--- config.mk ---
export PLATFORM = sky130hd
export DESIGN_NAME = pwm_tone_generator
export DESIGN_NICKNAME = d
export VERILOG_FILES = /design/src/rtl/pwm_pkg.sv /design/src/rtl/pwm_wave_shaper.sv /design/src/rtl/pwm_tone_generator.sv
export SDC_FILE = /design/constraint.sdc
export NUM_CORES = 1
export LEC_CHECK = 0
export BUFFER_PORTS_ARGS = -buffer_cell sky130_fd_sc_hd__buf_2
export CAP_MARGIN = 20
export CORE_MARGIN = 2
export CORE_UTILIZATION = 45
export DETAILED_ROUTE_END_ITERATION = 10
export PLACE_DENSITY_LB_ADDON = 0.3
export SKIP_LAST_GASP = 1
export SLEW_MARGIN = 20
export SYNTH_ARGS = -nofsm -noshare
export SYNTH_HDL_FRONTEND = slang
export SYNTH_SLANG_ARGS = --single-unit
--- constraint.sdc ---
create_clock -name i_clk -period 18.7 [get_ports i_clk]
set_input_delay 3.74 -clock i_clk [delete_from_list [all_inputs] [get_ports i_clk]]
set_output_delay 3.74 -clock i_clk [all_outputs]
set_load 0.02 [all_outputs]
--- src/rtl/pwm_pkg.sv ---
// ---------------------------------------------------------------------------
// pwm_pkg
// Shared definitions for the PWM tone generator and the note sequencer that
// feeds it: default widths, the post-reset PWM top, waveform select encodings
// and the phase increment that denotes a rest (muted) note.
// ---------------------------------------------------------------------------
package pwm_pkg;

  // Default NCO accumulator / phase increment width.
  localparam int PWM_PHASE_WIDTH = 32;

  // Default PWM counter / top width.
  localparam int PWM_TOP_WIDTH = 8;

  // PWM top after reset (period = top + 1 clocks).
  localparam logic [7:0] PWM_RESET_TOP = 8'hff;

  // The waveform is 8 bits wide and is built from the top 9 phase bits.
  localparam int WAVE_WIDTH      = 8;
  localparam int WAVE_PHASE_BITS = 9;

  // Waveform select encodings; code 3 is reserved and plays as square.
  typedef enum logic [1:0] {
    WAVE_SQUARE = 2'd0,
    WAVE_SAW    = 2'd1,
    WAVE_TRI    = 2'd2,
    WAVE_RSVD   = 2'd3
  } wave_sel_t;

  // Phase increment of a rest note: the accumulator is cleared and the
  // output is muted from the next PWM period.
  localparam logic [31:0] PHASE_DELTA_REST = 32'd0;

endpackage

--- src/rtl/pwm_wave_shaper.sv ---
// ---------------------------------------------------------------------------
// pwm_wave_shaper
// Turns the top phase bits of the NCO into an 8-bit waveform sample,
// registered (one clock of latency).
//
// Optional feature macro: PWM_TONE_TRIANGLE_EN
//   defined   : wave_sel == WAVE_TRI produces a triangle
//   undefined : no triangle logic; WAVE_TRI plays as square
//
// Ports:
//   clk         in   system clock
//   rst         in   synchronous reset, active-high
//   phase_msbs  in   phase[MSB -: 9]
//   wave_sel    in   waveform select (pwm_pkg::wave_sel_t encoding)
//   wave        out  registered waveform sample, 0..255
// ---------------------------------------------------------------------------
module pwm_wave_shaper
  import pwm_pkg::*;
(
  input  logic                       clk,
  input  logic                       rst,
  input  logic [WAVE_PHASE_BITS-1:0] phase_msbs,
  input  logic [1:0]                 wave_sel,
  output logic [WAVE_WIDTH-1:0]      wave
);

  logic [WAVE_WIDTH-1:0] shaped;

  // NOTE: every variable written in always_comb gets a default first, so no
  // path through the case can leave it unassigned and infer a latch.
  // Square is the default: it covers the reserved code and, in builds
  // without the triangle, the triangle code as well.
  always_comb begin
    shaped = {WAVE_WIDTH{phase_msbs[WAVE_PHASE_BITS-1]}};
    case (wave_sel)
      WAVE_SAW: shaped = phase_msbs[WAVE_PHASE_BITS-1:1];
`ifdef PWM_TONE_TRIANGLE_EN
      // First half of the cycle ramps up on phase[30:23], second half
      // mirrors it back down.
      WAVE_TRI: shaped = phase_msbs[WAVE_PHASE_BITS-1] ? ~phase_msbs[WAVE_WIDTH-1:0]
                                                       :  phase_msbs[WAVE_WIDTH-1:0];
`endif
      default: ;
    endcase
  end

`ifndef PWM_TONE_TRIANGLE_EN
  // Only the triangle needs the lowest of the nine phase bits.
  logic unused_phase_lsb;
  assign unused_phase_lsb = phase_msbs[0];
`endif

  // NOTE: sequential state is updated with non-blocking assignments so every
  // register samples the values from before the clock edge.
  always_ff @(posedge clk) begin
    if (rst) begin
      wave <= '0;
    end else begin
      wave <= shaped;
    end
  end

endmodule

--- src/rtl/pwm_tone_generator.sv ---
// ---------------------------------------------------------------------------
// pwm_tone_generator
// NCO tone generator with PWM audio output. A 32-bit phase accumulator
// advances by i_phase_delta every clock (25 MHz sample rate); the shaped
// waveform is scaled to the current PWM period once per period and drives a
// single-bit PWM pin.
//
// Optional feature macro: PWM_TONE_TRIANGLE_EN (triangle waveform on
// i_wave_sel == 2; otherwise that code plays as square).
//
// Ports:
//   i_clk           in   system clock, 25 MHz
//   i_rst           in   synchronous reset, active-high
//   i_phase_delta   in   NCO increment per clock; 0 = rest (mute)
//   i_top           in   requested PWM top; period = top + 1 clocks
//   i_top_valid     in   i_top may be adopted at the next period boundary
//   i_wave_sel      in   0 square, 1 saw, 2 triangle, 3 reserved (square)
//   o_pwm           out  registered PWM output
//   o_period_start  out  high during count 0 of every PWM period
//   o_duty          out  duty currently applied
// ---------------------------------------------------------------------------
module pwm_tone_generator
  import pwm_pkg::*;
#(
  parameter int                   PHASE_WIDTH = PWM_PHASE_WIDTH,
  parameter int                   TOP_WIDTH   = PWM_TOP_WIDTH,
  parameter logic [TOP_WIDTH-1:0] RESET_TOP   = PWM_RESET_TOP
) (
  input  logic                   i_clk,
  input  logic                   i_rst,
  input  logic [PHASE_WIDTH-1:0] i_phase_delta,
  input  logic [TOP_WIDTH-1:0]   i_top,
  input  logic                   i_top_valid,
  input  logic [1:0]             i_wave_sel,
  output logic                   o_pwm,
  output logic                   o_period_start,
  output logic [TOP_WIDTH-1:0]   o_duty
);

  localparam int PROD_WIDTH = WAVE_WIDTH + TOP_WIDTH + 1;

  logic [PHASE_WIDTH-1:0] r_phase;
  logic [TOP_WIDTH-1:0]   r_count;
  logic [TOP_WIDTH-1:0]   r_top;
  logic [WAVE_WIDTH-1:0]  r_wave;
  logic                   muted;

  logic                   rest;
  logic                   wrap;
  logic [TOP_WIDTH-1:0]   count_next;
  logic [TOP_WIDTH-1:0]   new_top;
  logic [TOP_WIDTH:0]     top_plus1;
  logic [PROD_WIDTH-1:0]  product;
  logic [TOP_WIDTH-1:0]   duty_next;

  assign rest = (i_phase_delta == PHASE_WIDTH'(PHASE_DELTA_REST));

  // Last clock of the current period; top, duty and mute change only here,
  // so a period already running is never shortened.
  assign wrap       = (r_count == r_top);
  assign count_next = wrap ? '0 : r_count + TOP_WIDTH'(1);
  assign new_top    = i_top_valid ? i_top : r_top;

  // duty = (wave * (top + 1)) >> 8, always within 0..top because wave < 256.
  assign top_plus1 = {1'b0, new_top} + {{TOP_WIDTH{1'b0}}, 1'b1};
  assign product   = {{(TOP_WIDTH + 1){1'b0}}, r_wave}
                   * {{WAVE_WIDTH{1'b0}}, top_plus1};
  assign duty_next = product[TOP_WIDTH+WAVE_WIDTH-1:WAVE_WIDTH];

  // The product MSB is always zero and the fraction bits are discarded.
  logic unused_product_bits;
  assign unused_product_bits = ^{product[PROD_WIDTH-1], product[WAVE_WIDTH-1:0]};

  pwm_wave_shaper u_wave_shaper (
    .clk        (i_clk),
    .rst        (i_rst),
    .phase_msbs (r_phase[PHASE_WIDTH-1 -: WAVE_PHASE_BITS]),
    .wave_sel   (i_wave_sel),
    .wave       (r_wave)
  );

  // A rest clears the accumulator so the next note starts at phase 0.
  always_ff @(posedge i_clk) begin
    if (i_rst) begin
      r_phase <= '0;
    end else if (rest) begin
      r_phase <= '0;
    end else begin
      r_phase <= r_phase + i_phase_delta;
    end
  end

  always_ff @(posedge i_clk) begin
    if (i_rst) begin
      r_count        <= '0;
      r_top          <= RESET_TOP;
      o_duty         <= '0;
      muted          <= 1'b1;
      o_pwm          <= 1'b0;
      o_period_start <= 1'b0;
    end else begin
      r_count        <= count_next;
      o_period_start <= (count_next == '0);
      // Compares against the duty of the period now running; the value
      // loaded on the wrap clock takes effect from the next count 0.
      o_pwm          <= ~muted & (r_count < o_duty);
      if (wrap) begin
        r_top  <= new_top;
        o_duty <= duty_next;
        muted  <= rest;
      end
    end
  end

endmodule
After elaboration in Yosys (flattened, before gate mapping)

Index checks and enable logic that the tools add are counted.

Logic and storage cells: 23
Input port bits: 45
Register bits: 67
Output and inout bits: 10

Equality and inequality tests: 2
$lt $le $gt $ge: 1
Bitwise gates (word level): 2
$add $sub $neg: 3
Reductions and logical operators: 3
Multiplexer cells: 3
Multipliers: 1

Operators with widths:

| cell                  | count |
|---|---|
| $add A32 B32 Y32      | 1 |
| $logic_not A32 Y1     | 1 |
| $mul A8 B9 Y16        | 1 |
| $mux W8               | 2 |
| $add A8 B1 Y9 const B | 1 |
| $add A8 B1 Y8 const B | 1 |
| $eq A8 B8 Y1          | 1 |
| $logic_not A8 Y1      | 1 |
| $lt A8 B8 Y1          | 1 |
| $mux W7               | 1 |
| $eq A2 B1 Y1 const B  | 1 |
| $reduce_or A2 Y1      | 1 |
| $and A1 B1 Y1         | 1 |
| $not A1 Y1            | 1 |

Logic depth before layout (Yosys ltp)

Gate-level depths: netlist of run 1.

Depth after elaboration: 3
Gate-level depth with buffers: 22
Gate-level depth less buffers: 22

By module

From an unflattened synthesis of run 1, not the netlist that was laid out.

Cell total of the unflattened synthesis: 698
Area, all modules: 6,244.7 um2

Modules (own cells, without submodules):

| module             | area an instance (um2) | times used | seq. area each (um2) | cells each |
|---|---|---|---|---|
| pwm_tone_generator | 5,947.0                | 1          | 1,181.1              | 673 |
| pwm_wave_shaper    | 297.8                  | 1          | 160.2                | 25 |

Worst setup path before layout of run 1

No wires, ideal clock.

Kind: input-to-reg
Start point: input port i_top_valid
End point: register o_duty[4]
Buffers on the path: 0
Slack: 9.896 ns
Arrival: 8.675 ns
Stages on the path: 21
Cell sequence: mux2i_2 > inv_4 > ha_1 > o21ai_1 > a21oi_1 > xnor2_1 > and2_1 > fa_1 > inv_1 > fa_1 > fa_1 > fa_1 > inv_1 > ha_1 > or2_2 > a21oi_1 > a21oi_1 > a21o_1 > a211o_1 > nand3_1 > a21oi_1

Word-level cells in the longest chain between the ends: 3

Ends and longest elaborated chain:

| element                | line                      | RTL |
|---|---|---|
| start: declaration     | pwm_tone_generator.sv:33  | `input logic i_top_valid,` |
| $mux W8                | pwm_tone_generator.sv:62  | `assign new_top = i_top_valid ? i_top : r_top;` |
| named net new_top[0]   | pwm_tone_generator.sv:51  | `logic [TOP_WIDTH-1:0] new_top;` |
| $add A8 B1 Y9          | pwm_tone_generator.sv:65  | `assign top_plus1 = {1'b0, new_top} + {{TOP_WIDTH{1'b0}}, 1'b1};` |
| $mul A8 B9 Y16         | pwm_tone_generator.sv:67  | `* {{WAVE_WIDTH{1'b0}}, top_plus1};` |
| end signal: assignment | pwm_tone_generator.sv:109 | `o_duty <= duty_next;` |
| end: declaration       | pwm_tone_generator.sv:37  | `output logic [TOP_WIDTH-1:0] o_duty` |

The timed path passes the listed nets, and every way through them passes these cells.
A chain may end at the register's enable or synchronous reset.

Worst setup path in the final report of run 1

Same ends and word-level chain as after synthesis.

==> results.py, run 1 <==
metrics = {
    "clock_network": {
        "cts_buffer_depth": 2,
        "h-tree-depth": 3,
        "cts_setup_buffers": 0,
        "cts-root-buf": "clkbuf_16",
        "cts_hold_buf": 0,
        "ctsResizeCount": 0,
        "clkSlewWorstSetupHoldPaths_ns": 0.05,
        "clock_sinks": 67,
        "clkLatencyLatePin_ns": 0.34,
        "numCtsBuffers": 9,
        "cts_tree": "yes",
    },
    "synthesis": {
        "syn_area_per_cell_um2": 8.89,
        "syn_inst": 715,
        "ys_ff_latch": 67,
        "synth.distinct_cells": 69,
        "syn_nets": 873,
        "synth-edff-count": 0,
        "syn_area_mm2": 0.00636,
        "synthTopCellsByArea": "dfxtp_1 (21%), ha_1 (14%), fa_1 (13%), xnor2_1 (4.5%), and2_1 (3.7%)",
        "synth_flop_cell": "dfxtp_1",
        "async_flop_share_pct": 0,
        "yosysTopAreaCellShare_pct": 21.1,
        "synth-seq-area-share_pct": 21.1,
        "ys_warn_count": 0,
        "synth_top_area_cell": "dfxtp_1",
    },
    "final_layout": {
        "stdcell_count": 950,
        "fin_nets": 924,
        "finalInstanceArea_mm2": 0.00705,
        "syn_to_final_growth_pct": 11.0,
        "final_common_cell": "ha_1",
        "layout_common_cells": "ha_1 (72), dfxtp_1 (67), inv_1 (60)",
        "drive_gt1_share_pct": 13.1,
        "num_antenna_cells": 0,
    },
    "routing": {
        "drt_wl_total_mm": 14.6,
        "via_per_inst": 5.48,
        "drtAntennaViolNets": 0,
        "drc": 0,
        "via_count": 5210,
        "drt-pass1-iter-count": 5,
        "wl_per_cell_um": 15.4,
        "dr.first_iter.drc_count": 262,
    },
    "placed_design": {
        "place_congestion": 0.902,
        "portBuffers": 54,
        "dpl.cell_count": 935,
        "placed_area_mm2": 0.00679,
        "hpwl_mm": 11.7,
    },
    "grt": {
        "grt_usage_pct": 20.8,
        "grt_pass1_wl_mm": 25.0,
        "grt_pass1_vias": 5409,
        "grt_antenna_before_repair": 0,
        "grt-ovfl-total": 0,
        "grt_max_degree": 32,
    },
    "setup_path": {
        "regToRegStartpoint": "r_top[0]$_SDFFE_PP1N_",
        "arrival_ns": 9.72,
        "crit_type": "input port to flop",
        "critPathLaunchType": "input port",
        "endpoint_kind": "flop",
        "critPathRequiredTime_ns": 18.90,
        "path_max_fanout": 25,
        "startpoint": "i_top_valid",
    },
    "sta": {
        "skew_ns": 0.00711,
        "max_slew_margin_pct": 43.4,
        "drv_slew": 0,
        "hold_violations": 0,
        "min_period_ns": 9.52,
        "tns_ns": 0,
        "grt_setup_unrepaired": "false",
        "tightest_slew_ns": 0.845,
        "fmaxAchievable_mhz": 105,
        "setup_violations": 0,
        "finalCritPeriodShare_pct": 50.9,
    },
    "status": {
        "status": "finished, final reports clean",
    },
    "power_and_ir_drop": {
        "power_mw": 0.809,
        "pwr-share-seq_pct": 24.9,
        "netSwitchingFraction_pct": 41.5,
        "comb_power_share_pct": 56.2,
        "p_switching_mw": 0.336,
        "p_int_mw": 0.473,
        "p_clk_share_pct": 18.9,
        "p_per_area_mw_per_mm2": 115,
        "power.leakage_nw": 3.34,
        "peakVddDrop_mv": 0.0780,
    },
    "die": {
        "die_y_um": 123,
        "ios": 55,
        "num_rows": 43,
        "die_area_mm2": 0.0151,
        "start_util_pct": 46.0,
        "coreArea_mm2": 0.0138,
        "die_w_um": 123,
    },
    "min_path": {
        "hold_class": "flop to flop",
        "worstHoldStart": "muted$_SDFFE_PP1N_",
    },
    "flow_run": {
        "cap_violations": 0,
    },
}
area by class of cell:
class / instances / area, um^2
fillers: 1283 / 6770
multi-input cells: 572 / 4720
flip-flops and latches: 67 / 1340
repair buffers: 55 / 278
clock buffers: 12 / 246
inverters: 61 / 231
well taps: 180 / 225
clock inverters: 3 / 15.0
critical path: stages:
cell and delay [ns]:
buf_2 0.37, mux2i_2 0.49, inv_4 0.08, ha_1 0.24, o21ai_1 0.19, a21oi_1 0.09
xnor2_1 0.54, and2_1 0.23, fa_1 0.41, inv_1 0.08, fa_1 0.45, fa_1 0.52
fa_1 0.54, inv_1 0.04, ha_1 0.31, or2_2 0.30, a21oi_1 0.29, a21oi_1 0.12
a21o_1 0.23, a211o_1 0.29, nand3_1 0.08, a21oi_1 0.06
power by group through the flow:
stage | sequential (mW) | combinational, mW | clock [mW]
floorplan | 0.193 | 0.368 | 0
global placement | 0.203 | 0.438 | 0
detailed placement | 0.203 | 0.452 | 0
CTS | 0.201 | 0.456 | 0.154
global route | 0.205 | 0.519 | 0.163
finish | 0.202 | 0.455 | 0.152
routing by layer:
| layer | part of all wire, % | GRT usage [%] | vias to the layer above |
|---|---|---|---|
| li1 | - | - | 2587 |
| met1 | 45 | 25.9 | 2502 |
| met2 | 49 | 36.2 | 99 |
| met3 | 3.7 | 4.14 | 22 |
| met4 | 1.9 | 6.47 | 0 |
| met5 | 0 | 0 | - |
kinds of logic (layout without fill, tap and decap cells):
group           count (synthesis)  after routing  share of synthesized area [%]
compound gates                131            131                           15.3
flops                          67             67                           21.1
fa+ha+maj                     113            113                           27.1
buf+inv                        76            131                           4.70
simple gates                  264            264                           22.6
mux                            16             16                           2.64
xor+xnor                       48             48                           6.61
through the flow:
step           setup slack, ns  utilization (%)  hold slack [ns]
6_report                  9.18             51.0            0.445
5_1_grt                   8.79             51.0            0.473
4_1_cts                   9.20             51.0            0.450
3_5_place_dp              8.85             49.1            0.440
3_3_place_gp              9.08             49.1            0.427
2_1_floorplan             9.90                -            0.413
cells in the mapped netlist, types with 12 or more instances:
| cell type | number |
|---|---|
| a21o_1 | 27 |
| nor3_1 | 13 |
| dfxtp_1 | 67 |
| xor2_1 | 15 |
| mux2i_1 | 12 |
| inv_1 | 60 |
| o21ai_0 | 13 |
| a21oi_1 | 35 |
| nand2_1 | 41 |
| nor2b_1 | 20 |
| fa_1 | 41 |
| ha_1 | 72 |
| nand3b_1 | 17 |
| nor2_1 | 50 |
| nand3_1 | 26 |
| xnor2_1 | 33 |
| and2_1 | 38 |
path summary, 6_finish.rpt:
path                            cells past startpoint  slack (ns)                      to
worst min register to register                      1        0.45        o_pwm$_SDFF_PP0_
worst max-delay path                               22        9.18  o_duty[4]$_SDFFE_PP0N_
worst max register to register                     21       12.70  o_duty[4]$_SDFFE_PP0N_
worst min-delay path                                1        0.45        o_pwm$_SDFF_PP0_
sequential cells by signal (all words and copies together) (netlist names):
signal,cells
r_count,8
r_top,8
o_pwm,1
o_period_start,1
r_phase,32
u_wave_shaper.wave,8
o_duty,8
muted,1
Power figures use the tool's default switching activity.
==> run 2: changes to the inputs <==
==> constraint.sdc (replaced) <==
create_clock -name i_clk -period 8.2 [get_ports i_clk]
set_input_delay 1.64 -clock i_clk [delete_from_list [all_inputs] [get_ports i_clk]]
set_output_delay 1.64 -clock i_clk [all_outputs]
set_load 0.02 [all_outputs]
==> run 2 against run 1 <==
Utilization increased by 0.71 points. Clock skew rose by 0.00096 ns. Sequential cell count is the same. Critical path depth shrank 1. First-iteration DRC count fell by 6.1%. Combinational power rose by 130%. Cell count rose by 0.21%. Hold slack better by 0.0028 ns. Total power grew 140%. Sequential power grew 130%. Critical endpoint is now o_duty[7]$_SDFFE_PP0N_. Largest cell class unchanged. Largest power group unchanged.
==> results.py, run 2 (same netlist as run 1, synthesis figures left out) <==
metrics = {
    "status": {
        "status": "finished, final reports clean",
    },
    "clock_network": {
        "h-tree-depth": 3,
        "clkLatencyLatePin_ns": 0.33,
        "clock_sinks": 67,
        "ctsResizeCount": 0,
        "cts_hold_buf": 0,
        "numCtsBuffers": 9,
        "cts_buffer_depth": 2,
        "cts_setup_buffers": 0,
        "cts-root-buf": "clkbuf_16",
        "clkSlewWorstSetupHoldPaths_ns": 0.06,
        "cts_tree": "yes",
    },
    "routing": {
        "wl_per_cell_um": 15.2,
        "dr.first_iter.drc_count": 246,
        "drt-pass1-iter-count": 4,
        "drt_wl_total_mm": 14.4,
        "via_per_inst": 5.50,
        "drtAntennaViolNets": 0,
        "drc": 0,
        "via_count": 5232,
    },
    "power_and_ir_drop": {
        "netSwitchingFraction_pct": 39.7,
        "power_mw": 1.95,
        "p_switching_mw": 0.776,
        "peakVddDrop_mv": 0.184,
        "comb_power_share_pct": 53.4,
        "p_clk_share_pct": 23.1,
        "p_per_area_mw_per_mm2": 273,
        "pwr-share-seq_pct": 23.5,
        "p_int_mw": 1.18,
        "power.leakage_nw": 3.38,
    },
    "sta": {
        "hold_violations": 0,
        "skew_ns": 0.00807,
        "drv_slew": 0,
        "fmaxAchievable_mhz": 138,
        "max_slew_margin_pct": 45.2,
        "tns_ns": 0,
        "finalCritPeriodShare_pct": 88.4,
        "setup_violations": 0,
        "min_period_ns": 7.25,
        "tightest_slew_ns": 0.819,
        "grt_setup_unrepaired": "false",
    },
    "grt": {
        "grt_pass1_wl_mm": 24.4,
        "grt_pass1_vias": 5205,
        "grt_usage_pct": 20.3,
        "grt_max_degree": 32,
        "grt_antenna_before_repair": 0,
        "grt-ovfl-total": 0,
    },
    "setup_path": {
        "crit_type": "input port to flop",
        "critPathLaunchType": "input port",
        "cp_cell_sequence": "buf_2, mux2i_2, inv_4, ha_1, o21ai_1, xnor2_1, nor2b_1, fa_1, inv_1, fa_1, fa_1, fa_1, inv_1, ha_1, or2_2, a21oi_1, a211oi_4, o311ai_4, a21oi_1, nand3b_1, a21oi_1",
        "slowest_stage": "fa_1",
        "critPathRequiredTime_ns": 8.46,
        "endpoint_kind": "flop",
        "rrSetupSlack_ns": 2.39,
        "cpPeakStageDelay_ns": 0.56,
        "crit_top_cell": "fa_1",
        "arrival_ns": 7.50,
        "path_max_fanout": 25,
    },
    "placed_design": {
        "placed_area_mm2": 0.00680,
        "hpwl_mm": 11.6,
        "portBuffers": 54,
        "place_congestion": 0.897,
    },
    "die": {
        "coreArea_mm2": 0.0138,
        "die_y_um": 123,
        "ios": 55,
        "die_w_um": 123,
        "num_rows": 43,
        "start_util_pct": 46.0,
        "die_area_mm2": 0.0151,
    },
    "final_layout": {
        "layout_common_cells": "ha_1 (72), dfxtp_1 (67), inv_1 (60)",
        "fin_nets": 925,
        "num-fill-cells": 1300,
        "syn_to_final_growth_pct": 12.5,
        "drive_gt1_share_pct": 13.6,
        "seqCellArea_mm2": 0.00134,
        "finalInstanceArea_mm2": 0.00715,
        "top_register": "r_phase",
        "largest_register_ffs": 32,
        "num_antenna_cells": 0,
        "post-route-util_pct": 51.7,
        "multi_input_area_mm2": 0.00472,
        "final_common_cell": "ha_1",
    },
    "flow_run": {
        "cap_violations": 0,
    },
    "min_path": {
        "hold_class": "flop to flop",
    },
}
## run 2: final timing paths
check / startpoint / to / depth (start not counted)
max: i_top_valid / o_duty[7]$_SDFFE_PP0N_ / 21
min: muted$_SDFFE_PP1N_ / o_pwm$_SDFF_PP0_ / 1
max reg2reg: r_top[0]$_SDFFE_PP1N_ / o_duty[7]$_SDFFE_PP0N_ / 20
min reg2reg: muted$_SDFFE_PP1N_ / o_pwm$_SDFF_PP0_ / 1
## run 2: metal layers
layer | share of wire [%] | global-route usage [%] | vias up
met2 | 50 | 35.5 | 79
met3 | 3.0 | 2.65 | 17
met5 | 0 | 0 | -
met1 | 46 | 26.0 | 2550
li1 | - | - | 2586
met4 | 1.3 | 5.68 | 0
## run 2: power by group through the flow
stage / clock network (mW) / registers (mW) / logic (mW)
6_report: 0.451 / 0.459 / 1.04
5_1_grt: 0.473 / 0.468 / 1.19
4_1_cts: 0.459 / 0.458 / 1.05
3_5_place_dp: 0 / 0.464 / 1.04
3_3_place_gp: 0 / 0.462 / 1.00
2_1_floorplan: 0 / 0.441 / 0.838
## run 2: cell type report
class                   instances  share of cell area, %
multi-input cells             572                   66.0
flip-flops and latches         67                   18.8
repair buffers                 56                   3.99
clock buffers                  10                   3.34
inverters                      61                   3.24
well taps                     180                   3.15
clock inverters                 6                   1.57
## run 2: worst max-delay path, delay by kind of cell
kind / cells / cell delay [ns]
mux: 1 / 0.50
buf+inv: 4 / 0.54
compound gates: 6 / 1.16
xor+xnor: 1 / 0.37
simple gates: 3 / 0.63
fa+ha+maj: 6 / 2.64
## run 2: metrics by stage
stage,setup slack (ns),hold slack [ns],instances
2_1_floorplan,1.50,0.413,715
3_3_place_gp,0.793,0.427,936
3_5_place_dp,0.623,0.444,936
4_1_cts,0.969,0.452,952
5_1_grt,0.528,0.491,952
6_report,0.955,0.448,952
==> run 3: changes to the inputs <==
--- a/config.mk
+++ b/config.mk
@@ -5,6 +5,7 @@
 export SDC_FILE = /design/constraint.sdc
 export NUM_CORES = 1
 export LEC_CHECK = 0
+export ABC_AREA = 1
 export BUFFER_PORTS_ARGS = -buffer_cell sky130_fd_sc_hd__buf_2
 export CAP_MARGIN = 20
 export CORE_MARGIN = 2
==> run 3 against run 2 <==
Global-route usage up 3.7 points. Total power up 4.3%. Highest routed layer unchanged. Sequential share of layout area down 1.5 points. Combinational power up 13%.
==> results.py, run 3 <==
metrics = {
    "final_layout": {
        "num-fill-cells": 1560,
        "drive_gt1_share_pct": 8.83,
        "stdcell_count": 1309,
        "finalInstanceArea_mm2": 0.00776,
        "post-route-util_pct": 51.1,
        "top_register": "r_phase",
        "fin_nets": 1274,
        "final_common_cell": "nand2_1",
        "syn_to_final_growth_pct": 10.9,
        "num_antenna_cells": 0,
        "layout_common_cells": "nand2_1 (262), inv_1 (191), nor2_1 (137)",
        "largest_register_ffs": 32,
    },
    "synthesis": {
        "yosysTopAreaCellShare_pct": 19.2,
        "synthMuxAreaShare_pct": 0,
        "synth-seq-area-share_pct": 19.2,
        "ys_ff_latch": 67,
        "synth_flop_cell": "dfxtp_1",
        "synth-simple-area-share_pct": 30.6,
        "async_flop_share_pct": 0,
        "synthTopCellsByArea": "dfxtp_1 (19%), nand2_1 (14%), ha_1 (13%), fa_1 (12%), inv_1 (10%)",
        "syn_area_mm2": 0.00700,
        "synth_top_family_by_area": "simple AND/OR/NAND/NOR gates",
        "synth.distinct_cells": 42,
        "synth.most_common_cell": "nand2_1",
        "syn_area_per_cell_um2": 6.58,
        "synthAdderAreaFrac_pct": 24.6,
        "syn_nets": 1221,
        "ys_warn_count": 0,
        "synth_top_area_cell": "dfxtp_1",
        "synthTopCellsByCount": "nand2_1 (262), inv_1 (191), nor2_1 (137), a21oi_1 (86), ha_1 (72)",
        "synth-edff-count": 0,
        "synth-compound-area-share_pct": 11.0,
        "syn_inst": 1063,
        "synth_xor_area_share_pct": 2.86,
    },
    "routing": {
        "dr.first_iter.drc_count": 436,
        "drt_wl_total_mm": 18.7,
        "via_per_inst": 5.15,
        "drc": 0,
        "wl_per_cell_um": 14.3,
        "drtAntennaViolNets": 0,
        "via_count": 6741,
        "drt-pass1-iter-count": 6,
    },
    "power_and_ir_drop": {
        "power.leakage_nw": 4.20,
        "pwr-share-seq_pct": 22.3,
        "p_clk_share_pct": 19.9,
        "p_per_area_mw_per_mm2": 262,
        "p_switching_mw": 0.968,
        "netSwitchingFraction_pct": 47.6,
        "power_mw": 2.03,
        "comb_power_share_pct": 57.7,
        "peakVddDrop_mv": 0.138,
        "p_int_mw": 1.07,
    },
    "setup_path": {
        "path_max_fanout": 10,
        "arrival_ns": 6.66,
        "critPathRequiredTime_ns": 8.44,
        "critPathLaunchType": "input port",
        "crit_type": "input port to flop",
        "endpoint_kind": "flop",
    },
    "placed_design": {
        "portBuffers": 54,
        "placed_area_mm2": 0.00745,
        "hpwl_mm": 15.4,
        "place_ws_ns": 1.46,
        "place_congestion": 0.956,
        "dpl.cell_count": 1293,
    },
    "sta": {
        "drv_slew": 0,
        "skew_ns": 0.00758,
        "fmaxAchievable_mhz": 156,
        "setup_violations": 0,
        "tightest_slew_ns": 0.976,
        "min_period_ns": 6.42,
        "worst_hold_slack_ns": 0.470,
        "worst_slack_ns": 1.78,
        "max_slew_margin_pct": 34.7,
        "tns_ns": 0,
        "hold_violations": 0,
        "finalCritPeriodShare_pct": 78.3,
        "grt_setup_unrepaired": "false",
    },
    "clock_network": {
        "cts_tree": "yes",
        "cts_setup_buffers": 0,
        "h-tree-depth": 3,
        "cts_buffer_depth": 2,
        "ctsResizeCount": 0,
        "cts-root-buf": "clkbuf_16",
        "numCtsBuffers": 9,
        "clock_sinks": 67,
        "cts_hold_buf": 0,
        "clkLatencyLatePin_ns": 0.34,
        "clkSlewWorstSetupHoldPaths_ns": 0.06,
    },
    "flow_run": {
        "cap_violations": 0,
    },
    "grt": {
        "grt_pass1_wl_mm": 31.3,
        "grt_antenna_before_repair": 0,
        "grt_usage_pct": 24.0,
        "grt-ovfl-total": 0,
        "grt_pass1_vias": 6339,
        "grt_max_degree": 33,
    },
    "status": {
        "status": "finished, final reports clean",
    },
    "die": {
        "ios": 55,
        "coreArea_mm2": 0.0152,
        "die_area_mm2": 0.0166,
        "num_rows": 45,
        "die_y_um": 129,
        "die_w_um": 129,
        "start_util_pct": 46.0,
    },
    "min_path": {
        "hold_class": "flop to flop",
    },
}
[run 3: final cells by class]
class / count / area (um^2) / share of cell area (%)
clock inverter: 6 / 70.1 / 0.903
tap: 188 / 235 / 3.03
sequential: 67 / 1340 / 17.3
inverter: 199 / 759 / 9.79
clock buffer: 10 / 239 / 3.08
multi-input combinational: 785 / 4850 / 62.4
timing repair buffer: 54 / 270 / 3.48
[run 3: logic make-up (layout without fill, tap and decap cells)]
logic type | count (synthesis) | count (layout)
adder cells (fa/ha/maj) | 113 | 113
XOR/XNOR | 22 | 22
AO/OA/AOI/OAI | 145 | 145
buffers and inverters | 211 | 269
AND/OR/NAND/NOR | 505 | 505
flip-flops | 67 | 67
[run 3: worst max-delay path: stages]
cell and delay, ns:
buf_2 0.24, nand2_1 0.14, nand2_4 0.13, clkinv_4 0.09
ha_1 0.22, inv_1 0.07, xor2_1 0.42, inv_1 0.17
nand2_1 0.12, fa_1 0.45, fa_1 0.52, fa_1 0.51
fa_1 0.55, inv_1 0.04, ha_1 0.34, a21oi_1 0.28
o21ai_0 0.14, inv_1 0.10, nor2_1 0.05, nor2_1 0.12
nand2_1 0.07, nand2_1 0.06, nand3_1 0.07, nand2_1 0.08
inv_1 0.04
[run 3: path summary, 6_finish.rpt]
check	from	endpoint	slack, ns	depth (start not counted)
max	i_top_valid	o_duty[7]$_SDFFE_PP0N_	1.78	25
min	r_phase[28]$_SDFF_PP0_	u_wave_shaper.wave[4]$_SDFF_PP0_	0.47	2
max reg2reg	r_top[0]$_SDFFE_PP1N_	o_duty[7]$_SDFFE_PP0N_	2.98	26
min reg2reg	r_phase[28]$_SDFF_PP0_	u_wave_shaper.wave[4]$_SDFF_PP0_	0.47	2
[run 3: layer usage]
layer | share of wire, % | vias up | global-route usage (%)
li1 | - | 3475 | -
met1 | 50 | 3059 | 35.9
met2 | 43 | 190 | 36.4
met3 | 5.1 | 17 | 2.66
met4 | 1.4 | 0 | 6.78
met5 | 0 | - | 0
[run 3: power by group through the flow]
stage          clock network (mW)  logic, mW  registers (mW)
2_1_floorplan                   0      0.898           0.439
3_3_place_gp                    0       1.15           0.459
3_5_place_dp                    0       1.16           0.459
4_1_cts                     0.414       1.17           0.453
5_1_grt                     0.428       1.35           0.461
6_report                    0.406       1.17           0.454
